===== config.mk =====
export PLATFORM = sky130hd
export DESIGN_NAME = hazard_unit
export DESIGN_NICKNAME = d
export VERILOG_FILES = /design/src/rtl/hazard_unit.sv
export SDC_FILE = /design/constraint.sdc
export NUM_CORES = 1
export LEC_CHECK = 0
export CAP_MARGIN = 15
export CORE_MARGIN = 3
export CORE_UTILIZATION = 53
export CTS_BUF_LIST = sky130_fd_sc_hd__clkbuf_4 sky130_fd_sc_hd__clkbuf_8
export CTS_CLUSTER_SIZE = 40
export DETAILED_ROUTE_END_ITERATION = 6
export PLACE_DENSITY = 0.92
export REMOVE_ABC_BUFFERS = 1
export SYNTH_ARGS = -nofsm -noshare
export SYNTH_HDL_FRONTEND = slang
export SYNTH_SLANG_ARGS = --single-unit

===== constraint.sdc =====
create_clock -name clock -period 2.7 [get_ports clock]
set_input_delay 0.405 -clock clock [delete_from_list [all_inputs] [get_ports clock]]
set_output_delay 0.405 -clock clock [all_outputs]
set_load 0.05 [all_outputs]

===== src/rtl/hazard_unit.sv =====
// Pipeline hazard unit: tracks X/M/W producers, detects load-use or interlock hazards,
// steers X-stage operand bypass muxes and counts hazard-stall cycles.
module hazard_unit #(
  parameter int REG_BITS   = 5,
  parameter int FORWARD_EN = 1,
  parameter int RF_BYPASS  = 1,
  parameter int CNT_W      = 16
) (
  input  logic                clock,
  input  logic                reset,
  input  logic                d_valid,
  input  logic [REG_BITS-1:0] d_src_1,
  input  logic [REG_BITS-1:0] d_src_2,
  input  logic                d_use_1,
  input  logic                d_use_2,
  input  logic [REG_BITS-1:0] d_dst,
  input  logic                d_reg_write,
  input  logic                d_mem_read,
  input  logic                ext_stall,
  input  logic                x_redirect,
  output logic                f_stall,
  output logic                d_stall,
  output logic                f_flush,
  output logic                d_flush,
  output logic [1:0]          fwd_sel_1,
  output logic [1:0]          fwd_sel_2,
  output logic [1:0]          inflight,
  output logic [CNT_W-1:0]    hazard_cnt
);

  typedef struct packed {
    logic                valid;
    logic [REG_BITS-1:0] dst;
    logic                reg_write;
    logic                mem_read;
    logic [REG_BITS-1:0] src_1;
    logic [REG_BITS-1:0] src_2;
    logic                use_1;
    logic                use_2;
  } entry_t;

  localparam entry_t BUBBLE = entry_t'({$bits(entry_t){1'b0}});

  entry_t           x_r, m_r, w_r, x_new_s;
  logic             hit_x_s, hit_m_s, hit_w_s, hazard_s, advance_s;
  logic [CNT_W-1:0] cnt_r;

  // Register 0 is hard-wired zero, so it never produces a dependency.
  function automatic logic src_match(input logic use_bit, input logic [REG_BITS-1:0] src,
                                     input entry_t e);
    return use_bit & e.valid & e.reg_write & (e.dst == src) & (src != {REG_BITS{1'b0}});
  endfunction

  function automatic logic [1:0] fwd_pick(input logic use_bit, input logic [REG_BITS-1:0] src,
                                          input entry_t m_e, input entry_t w_e);
    logic [1:0] sel;
    if (src_match(use_bit, src, m_e)) begin
      sel = 2'b01;
    end else if (src_match(use_bit, src, w_e)) begin
      sel = 2'b10;
    end else begin
      sel = 2'b00;
    end
    return sel;
  endfunction

  // Hazard detection against the tracked producers.
  always_comb begin
    hit_x_s = src_match(d_use_1, d_src_1, x_r) | src_match(d_use_2, d_src_2, x_r);
    hit_m_s = src_match(d_use_1, d_src_1, m_r) | src_match(d_use_2, d_src_2, m_r);
    hit_w_s = src_match(d_use_1, d_src_1, w_r) | src_match(d_use_2, d_src_2, w_r);
    if (FORWARD_EN != 0) begin
      hazard_s = d_valid & hit_x_s & x_r.mem_read;
    end else if (RF_BYPASS != 0) begin
      hazard_s = d_valid & (hit_x_s | hit_m_s);
    end else begin
      hazard_s = d_valid & (hit_x_s | hit_m_s | hit_w_s);
    end
  end

  assign advance_s = ~ext_stall;
  assign f_stall   = ext_stall | (hazard_s & ~x_redirect);
  assign d_stall   = f_stall;
  assign f_flush   = x_redirect & ~ext_stall;
  assign d_flush   = (hazard_s | x_redirect) & ~ext_stall;
  assign inflight  = {1'b0, x_r.valid} + {1'b0, m_r.valid} + {1'b0, w_r.valid};
  assign hazard_cnt = cnt_r;

  // Operand bypass select for the instruction currently in X.
  always_comb begin
    if (FORWARD_EN != 0) begin
      fwd_sel_1 = fwd_pick(x_r.use_1, x_r.src_1, m_r, w_r);
      fwd_sel_2 = fwd_pick(x_r.use_2, x_r.src_2, m_r, w_r);
    end else begin
      fwd_sel_1 = 2'b00;
      fwd_sel_2 = 2'b00;
    end
  end

  // Entry entering X: decode fields when issuing, otherwise an all-zero bubble.
  always_comb begin
    x_new_s = BUBBLE;
    if (d_valid & ~hazard_s & ~x_redirect) begin
      x_new_s.valid     = 1'b1;
      x_new_s.dst       = d_dst;
      x_new_s.reg_write = d_reg_write;
      x_new_s.mem_read  = d_mem_read;
      x_new_s.src_1     = d_src_1;
      x_new_s.src_2     = d_src_2;
      x_new_s.use_1     = d_use_1;
      x_new_s.use_2     = d_use_2;
    end else begin
      x_new_s = BUBBLE;
    end
  end

  // Tracking pipe: shifts X->M->W when not externally stalled.
  always_ff @(posedge clock or negedge reset) begin
    if (!reset) begin
      x_r <= BUBBLE;
      m_r <= BUBBLE;
      w_r <= BUBBLE;
    end else if (advance_s) begin
      x_r <= x_new_s;
      m_r <= x_r;
      w_r <= m_r;
    end else begin
      x_r <= x_r;
      m_r <= m_r;
      w_r <= w_r;
    end
  end

  // Saturating count of cycles lost to genuine hazard stalls.
  always_ff @(posedge clock or negedge reset) begin
    if (!reset) begin
      cnt_r <= {CNT_W{1'b0}};
    end else if (hazard_s & advance_s & ~x_redirect & (cnt_r != {CNT_W{1'b1}})) begin
      cnt_r <= cnt_r + {{(CNT_W-1){1'b0}}, 1'b1};
    end else begin
      cnt_r <= cnt_r;
    end
  end

endmodule


# ---- Word level (Yosys, flattened, before mapping)
# Cells that the tools add are included.
dict set report word_totals {
  reg_bits 50
  in_bits 24
  out_inout_bits 26
  elab_cells 74
}
dict set report classes {
  addsub 3
  eq_ne 7
  mux 5
  bitwise_logic 40
  n_reduce_logical 4
}
# op n
set op_table {}
lappend op_table {{$and 1x1->1} 34}
lappend op_table {{$eq 5x5->1} 6}
lappend op_table {{$mux 20} 1}
lappend op_table {{$reduce_bool 5->1} 4}
lappend op_table {{$add 16x1->16 const B} 1}
lappend op_table {{$ne 16x16->1 const B} 1}
lappend op_table {{$mux 2} 4}
lappend op_table {{$not 1->1} 3}
lappend op_table {{$or 1x1->1} 3}
lappend op_table {{$add 1x1->2} 1}
lappend op_table {{$add 2x1->2} 1}

# ---- Longest topological paths before layout
# Gate-level depths: netlist (run 1).
dict set report logic_depth {
  ltp_word 11
  mapped_depth 7
  ltp_nobuf 7
}

# ---- Least setup slack after synthesis (run 1)
# No wires, ideal clock.
dict set report synth_path {
  kind {reg-to-output}
  from {reg x_r[9] in the netlist's numbering}
  to {out fwd_sel_1[1]}
  arrival_ns 2.939
  required_ns 2.295
  setup_slack_ns -0.644
  path_stages_with_launch 5
  path_buffers 0
  cell_sequence {dfrtp_1 > xnor2_1 > nand4_1 > nor4_1 > nor3_1}
}
dict set report synth_between {
  elab_chain_cells 5
}
# item line_no
set synth_lines {}
lappend synth_lines {{from (decl)} 44} ;# entry_t x_r, m_r, w_r, x_new_s;
lappend synth_lines {{from (signal assigned)} 124} ;# x_r <= x_new_s;
lappend synth_lines {{from (signal assigned)} 128} ;# x_r <= x_r;
lappend synth_lines {{$eq 5x5->1} 51} ;# return use_bit & e.valid & e.reg_write & (e.dst == src) & (src != {REG_BITS{1'b0}});
lappend synth_lines {{$and 1x1->1 (2 in a row)} 51}
lappend synth_lines {{$mux 2} 59} ;# end else if (src_match(use_bit, src, w_e)) begin
lappend synth_lines {{$mux 2 (*)} 57} ;# if (src_match(use_bit, src, m_e)) begin
lappend synth_lines {{to (decl)} 25} ;# output logic [1:0] fwd_sel_1,
# Every way passes the cells marked *; elsewhere a longest branch is shown, timed or not.

# ---- Worst setup path after layout (run 1)
dict set report layout_path {
  from {in d_valid}
  to {out f_stall}
}
dict set report layout_between {
  elab_chain_cells 4
}
# item line_no
set layout_lines {}
lappend layout_lines {{from (decl)} 11} ;# input logic d_valid,
lappend layout_lines {{$and 1x1->1 (2 in a row)} 73} ;# hazard_s = d_valid & hit_x_s & x_r.mem_read;
lappend layout_lines {{$and 1x1->1} 82} ;# assign f_stall = ext_stall | (hazard_s & ~x_redirect);
lappend layout_lines {{$or 1x1->1} 82}
lappend layout_lines {{to (decl)} 21} ;# output logic f_stall,
# No other way between the ends.

==> flow_summary.toml, run 1 <==
[run_status]
status = "finished clean"

[clock_network]
clk_latency_ns = 0.30
cts_tree = "built"
clock-root-buffer = "clkbuf_8"
path_clk_slew_ns = 0.08
clock_path_buffers = 2
clkSinkCount = 50
htree_levels = 2
numCtsBuffers = 5

[global_routing]
grt_pass1_wl_um = 10000
grt.total_usage = 0.236
antenna_found_initial = 0
grt_overflow = 0
grt_max_degree = 35
grt_pass1_vias = 1998

[logic_synthesis]
seq_area_frac_synth = 0.489
yosysWarnings = 0
synth_top_cell_by_area = "dfrtp_1"
synth_area_mm2 = 0.00256
yosysTopAreaCellShare = 0.489
syn_inst = 217
synth_area_per_cell_um2 = 11.8
synth-seq-cells = 50
synth_area_leaders = "dfrtp_1 (49%), xor2_1 (8.6%), a22o_1 (6.5%), mux2_2 (5.7%), xnor2_1 (5.5%)"
synth.distinct_cells = 33

[timing]
skew_ns = 0.0117
slew_violations = 0
setup_ws_ns = 0.0689
setup_tns_ns = 0
slew_headroom = 0.629
finalHoldViolCount = 0
setup_violations = 0
period_share = 0.974
final.min_clock_period_ns = 2.63
worst_pin_slew_ns = 0.550
fmax_mhz = 380

[pwr]
power_leakage_nw = 1.49
power.density_mw_per_mm2 = 465
ir_worst_vdd_mv = 0.272
total_power_mw = 1.52

[cells_and_area]
insertedDiodeCount = 0
area_growth_pct = 27.7
final_common_cell = "dfrtp_1"
mostFrequentLayoutCells = "dfrtp_1 (50), clkdlybuf4s50_1 (40), xor2_1 (25), a22o_1 (19), xnor2_1 (16)"
drive_gt1_frac = 0.190
fin_nets = 301
fin_util = 0.725

[floorplan]
fp.dieArea_mm2 = 0.00569
ios = 50
fp.coreArea_mm2 = 0.00450
fp.dieH_um = 75.5
row_count = 24
dieWidth_um = 75.5
initial_core_util = 0.568

[critical_path]
cp_max_fo = 4
cp_data_arrival_time_ns = 2.23
r2r_setup_slack_ns = 0.37
cp-start-kind = "primary input"
cp-end-kind = "output port"
crit_type = "in2out"
cp_data_required_time_ns = 2.30

[route]
vias_per_cell = 6.16
postRouteAntennaNets = 0
drt_iter0_drc = 129
vias = 2008
drc_errors = 0
avgRoutedWirePerCell_um = 19.4
first_pass_iters = 4
totalWireLength_um = 6320

[min_path]
hold_class = "in2async"

[placement]
hpwl_um = 4500
globalplace.congestion = 0.874
post-place-ws_ns = -0.0970
io_buffers = 49

[flow_run]
max-cap-violations = 0
repair_timing:
action / CTS / global route
gates resized for setup: 5 / 3
hold buffers: 0 / 0
setup buffers: 2 / 0
setup endpoints to repair: 4 / 22
pin swaps: 3 / 1
worst paths after layout:
kind,from,to,cells past startpoint
setup / recovery,d_valid,f_stall,6
hold / removal,reset,hazard_cnt[10],1
setup reg to reg,hazard_cnt[0],hazard_cnt[1],7
hold reg to reg,hazard_cnt[11],hazard_cnt[11],1
max in group asynchronous,reset,w_r[17],2
min in group clock,hazard_cnt[11],hazard_cnt[11],1
routing by layer:
metal  up-vias  routed length (um)  GRT usage  part of all wire
li1        905                   -          -                 -
met5         -                   0          0                 0
met1      1001                2600      0.318              0.41
met3        15                 297     0.0317             0.047
met2        87                3290      0.391              0.52
met4         0                 125     0.0874             0.020
critical path, cell delays in order:
cell             delay (ns)
clkdlybuf4s50_1        0.50
nand4_1                0.23
a2111oi_4              0.44
a32oi_4                0.19
o21bai_2               0.22
buf_4                  0.23
Yosys cell counts, drive strengths merged:
master   instances
o2111ai          2
a21oi            1
nor3b            1
nor3             9
o21ai            4
o21bai           1
o41ai            1
buf              4
nand4           10
nand2            8
nor2             9
o211ai           1
a22o            19
clkbuf           4
o31ai            1
inv              6
ha               1
a21o             1
nand2b           4
or4              2
xnor2           16
xor2            25
mux2            14
nand3            7
a32oi            1
nor4            10
a2111oi          2
fa               1
and3             2
dfrtp           50
cells by family after synthesis:
| family | synth area share |
|---|---|
| multiplexers | 0.0616 |
| adder cells (fa/ha/maj) | 0.0127 |
| XOR/XNOR | 0.140 |
| AO/OA/AOI/OAI | 0.125 |
| buffers and inverters | 0.0308 |
| AND/OR/NAND/NOR | 0.140 |
| flip-flops | 0.489 |
report_power, final:
| part | total [mW] | switching [mW] | internal, mW |
|---|---|---|---|
| sequential | 0.834 | 0.0504 | 0.784 |
| clock | 0.430 | 0.232 | 0.198 |
| combinational | 0.255 | 0.132 | 0.123 |
area by class of cell:
class	instances	area, um2
Multi-Input combinational cell	153	1260
Sequential cell	50	1250
Fill cell	276	1240
Timing Repair Buffer	59	579
Clock buffer	6	82.6
Tap cell	52	65.1
Inverter	6	22.5
registers in the layout, summed over array words and instances, names as in the netlist:
register	cells
x_r	20
hazard_cnt	16
m_r	7
w_r	7
stage by stage:
| step | std cells | hold WS, ns | area [um2] |
|---|---|---|---|
| after floorplan | 209 | 0.109 | 2500 |
| after global placement | 318 | 0.343 | 3130 |
| after detailed placement | 318 | 0.345 | 3130 |
| after CTS | 326 | 0.0232 | 3250 |
| after global routing | 326 | 0.0423 | 3270 |
| final | 326 | 0.0194 | 3270 |
(Power assumes the default switching activity.)
==> run 2, diff against run 1 <==
- CORE_UTILIZATION: 53 -> 41
- PLACE_DENSITY: 0.92 -> 0.76
- TNS_END_PERCENT: unset -> 5
==> flow_summary.toml, run 2 (synthesis results as in run 1) <==
[timing]
finalHoldViolCount = 0
period_share = 0.969
final.min_clock_period_ns = 2.62
rsz0062_at_grt = "true"
worst_pin_slew_ns = 0.715
setup_ws_ns = 0.0844
setup_violations = 0
fmax_mhz = 382
skew_ns = 0.00657
slew_violations = 0
slew_headroom = 0.523

[placement]
io_buffers = 49
hpwl_um = 4200
globalplace.congestion = 0.912
dp.cells = 340
post-place-ws_ns = -0.0643

[floorplan]
fp.dieArea_mm2 = 0.00722
dieWidth_um = 85.0
fp.dieH_um = 85.0
ios = 50
fp.coreArea_mm2 = 0.00599
initial_core_util = 0.427
row_count = 28

[route]
avgRoutedWirePerCell_um = 16.1
vias = 1890
first_pass_iters = 4
vias_per_cell = 5.43
drc_errors = 0
postRouteAntennaNets = 0
totalWireLength_um = 5620
drt_iter0_drc = 118

[critical_path]
cp_data_arrival_time_ns = 2.21
cp_data_required_time_ns = 2.30
cp-start-kind = "primary input"
crit_type = "in2out"
cp_max_fo = 5
cp-end-kind = "output port"

[clock_network]
clk_latency_ns = 0.29
numCtsBuffers = 5
clkSinkCount = 50
cts_setup_buffers = 0
clock_path_buffers = 2
cts_hold_buf = 0
htree_levels = 2
cts_tree = "built"
clock-root-buffer = "clkbuf_8"
path_clk_slew_ns = 0.09

[cells_and_area]
fin_util = 0.542
area_growth_pct = 27.0
final_common_cell = "dfrtp_1"
n_fill_cell = 529
fin_nets = 298
seqCellArea_mm2 = 0.00125
insertedDiodeCount = 0
drive_gt1_frac = 0.168
largest_reg_flops = 20
top_register = "x_r"
multi_input_area_mm2 = 0.00123
finalNonFillerCells = 348
mostFrequentLayoutCells = "dfrtp_1 (50), clkdlybuf4s50_1 (40), xor2_1 (25), a22o_1 (19), xnor2_1 (16)"

[flow_run]
max-cap-violations = 0

[global_routing]
grt_overflow = 0
grt_pass1_vias = 1881
grt_max_degree = 36
antenna_found_initial = 0
grt_pass1_wl_um = 9170
grt.total_usage = 0.158

[pwr]
ir_worst_vdd_mv = 0.300
power.density_mw_per_mm2 = 468
power_leakage_nw = 1.48

[run_status]
status = "finished clean"

[min_path]
hold_class = "in2async"
## run 2: changes by cell type in the layout (fill, tap and decap cells not counted), sizes merged
cell,delta
clkbuf,+1
buf,-3
clkinv,+1
## run 2: metrics by stage
| step | total power, mW | hold slack [ns] | area [um2] | setup TNS, ns |
|---|---|---|---|---|
| 6_report | 1.52 | 0.136 | 3250 | 0 |
| 2_1_floorplan | 0.978 | 0.109 | 2500 | -2.16 |
| 3_5_place_dp | 1.09 | 0.476 | 3150 | -1.13 |
| 3_3_place_gp | 1.08 | 0.471 | 3150 | -0.256 |
| 4_1_cts | 1.53 | 0.152 | 3250 | 0 |
| 5_1_grt | 1.60 | 0.178 | 3250 | -0.110 |
## run 2: critical path, cell delays in order
cell and delay [ns]:
clkdlybuf4s50_1 0.50, nand4_1 0.16, a2111oi_2 0.49, a32oi_4 0.19
o21bai_1 0.23, buf_4 0.24
## run 2: worst paths after layout
check | startpoint | to | cells after the start | slack (ns)
worst max-delay path | d_valid | d_stall | 6 | 0.08
worst min-delay path | reset | w_r[13] | 1 | 0.14
worst max register to register | hazard_cnt[0] | hazard_cnt[1] | 7 | 0.40
worst min register to register | hazard_cnt[11] | hazard_cnt[11] | 1 | 0.49
max in group asynchronous | reset | x_r[12] | 2 | 1.94
min in group clock | hazard_cnt[11] | hazard_cnt[11] | 1 | 0.49
## run 2: area by class of cell
cell class / instances / share of cell area
multi-input combinational: 153 / 0.378
clock buffer: 7 / 0.0277
clock inverter: 1 / 0.00154
inverter: 6 / 0.00694
tap: 75 / 0.0289
timing repair buffer: 56 / 0.171
sequential: 50 / 0.385
## run 2: what timing repair did
item                       in CTS  in global routing
setup endpoints to repair       1                  4
pin swaps                       0                  0
gates resized for setup         1                  1
## run 2: layer usage
metal  part of all wire  vias up  global-route usage  wire (um)
li1                   -      906                   -          -
met1               0.46      925               0.222       2560
met2               0.47       51               0.245       2670
met3              0.048        8              0.0243        268
met4              0.022        0              0.0633        123
met5                  0        -                   0          0
## run 2: power breakdown
| group | switching (mW) | internal (mW) |
|---|---|---|
| combinational | 0.122 | 0.120 |
| sequential | 0.0481 | 0.784 |
| clock | 0.228 | 0.217 |
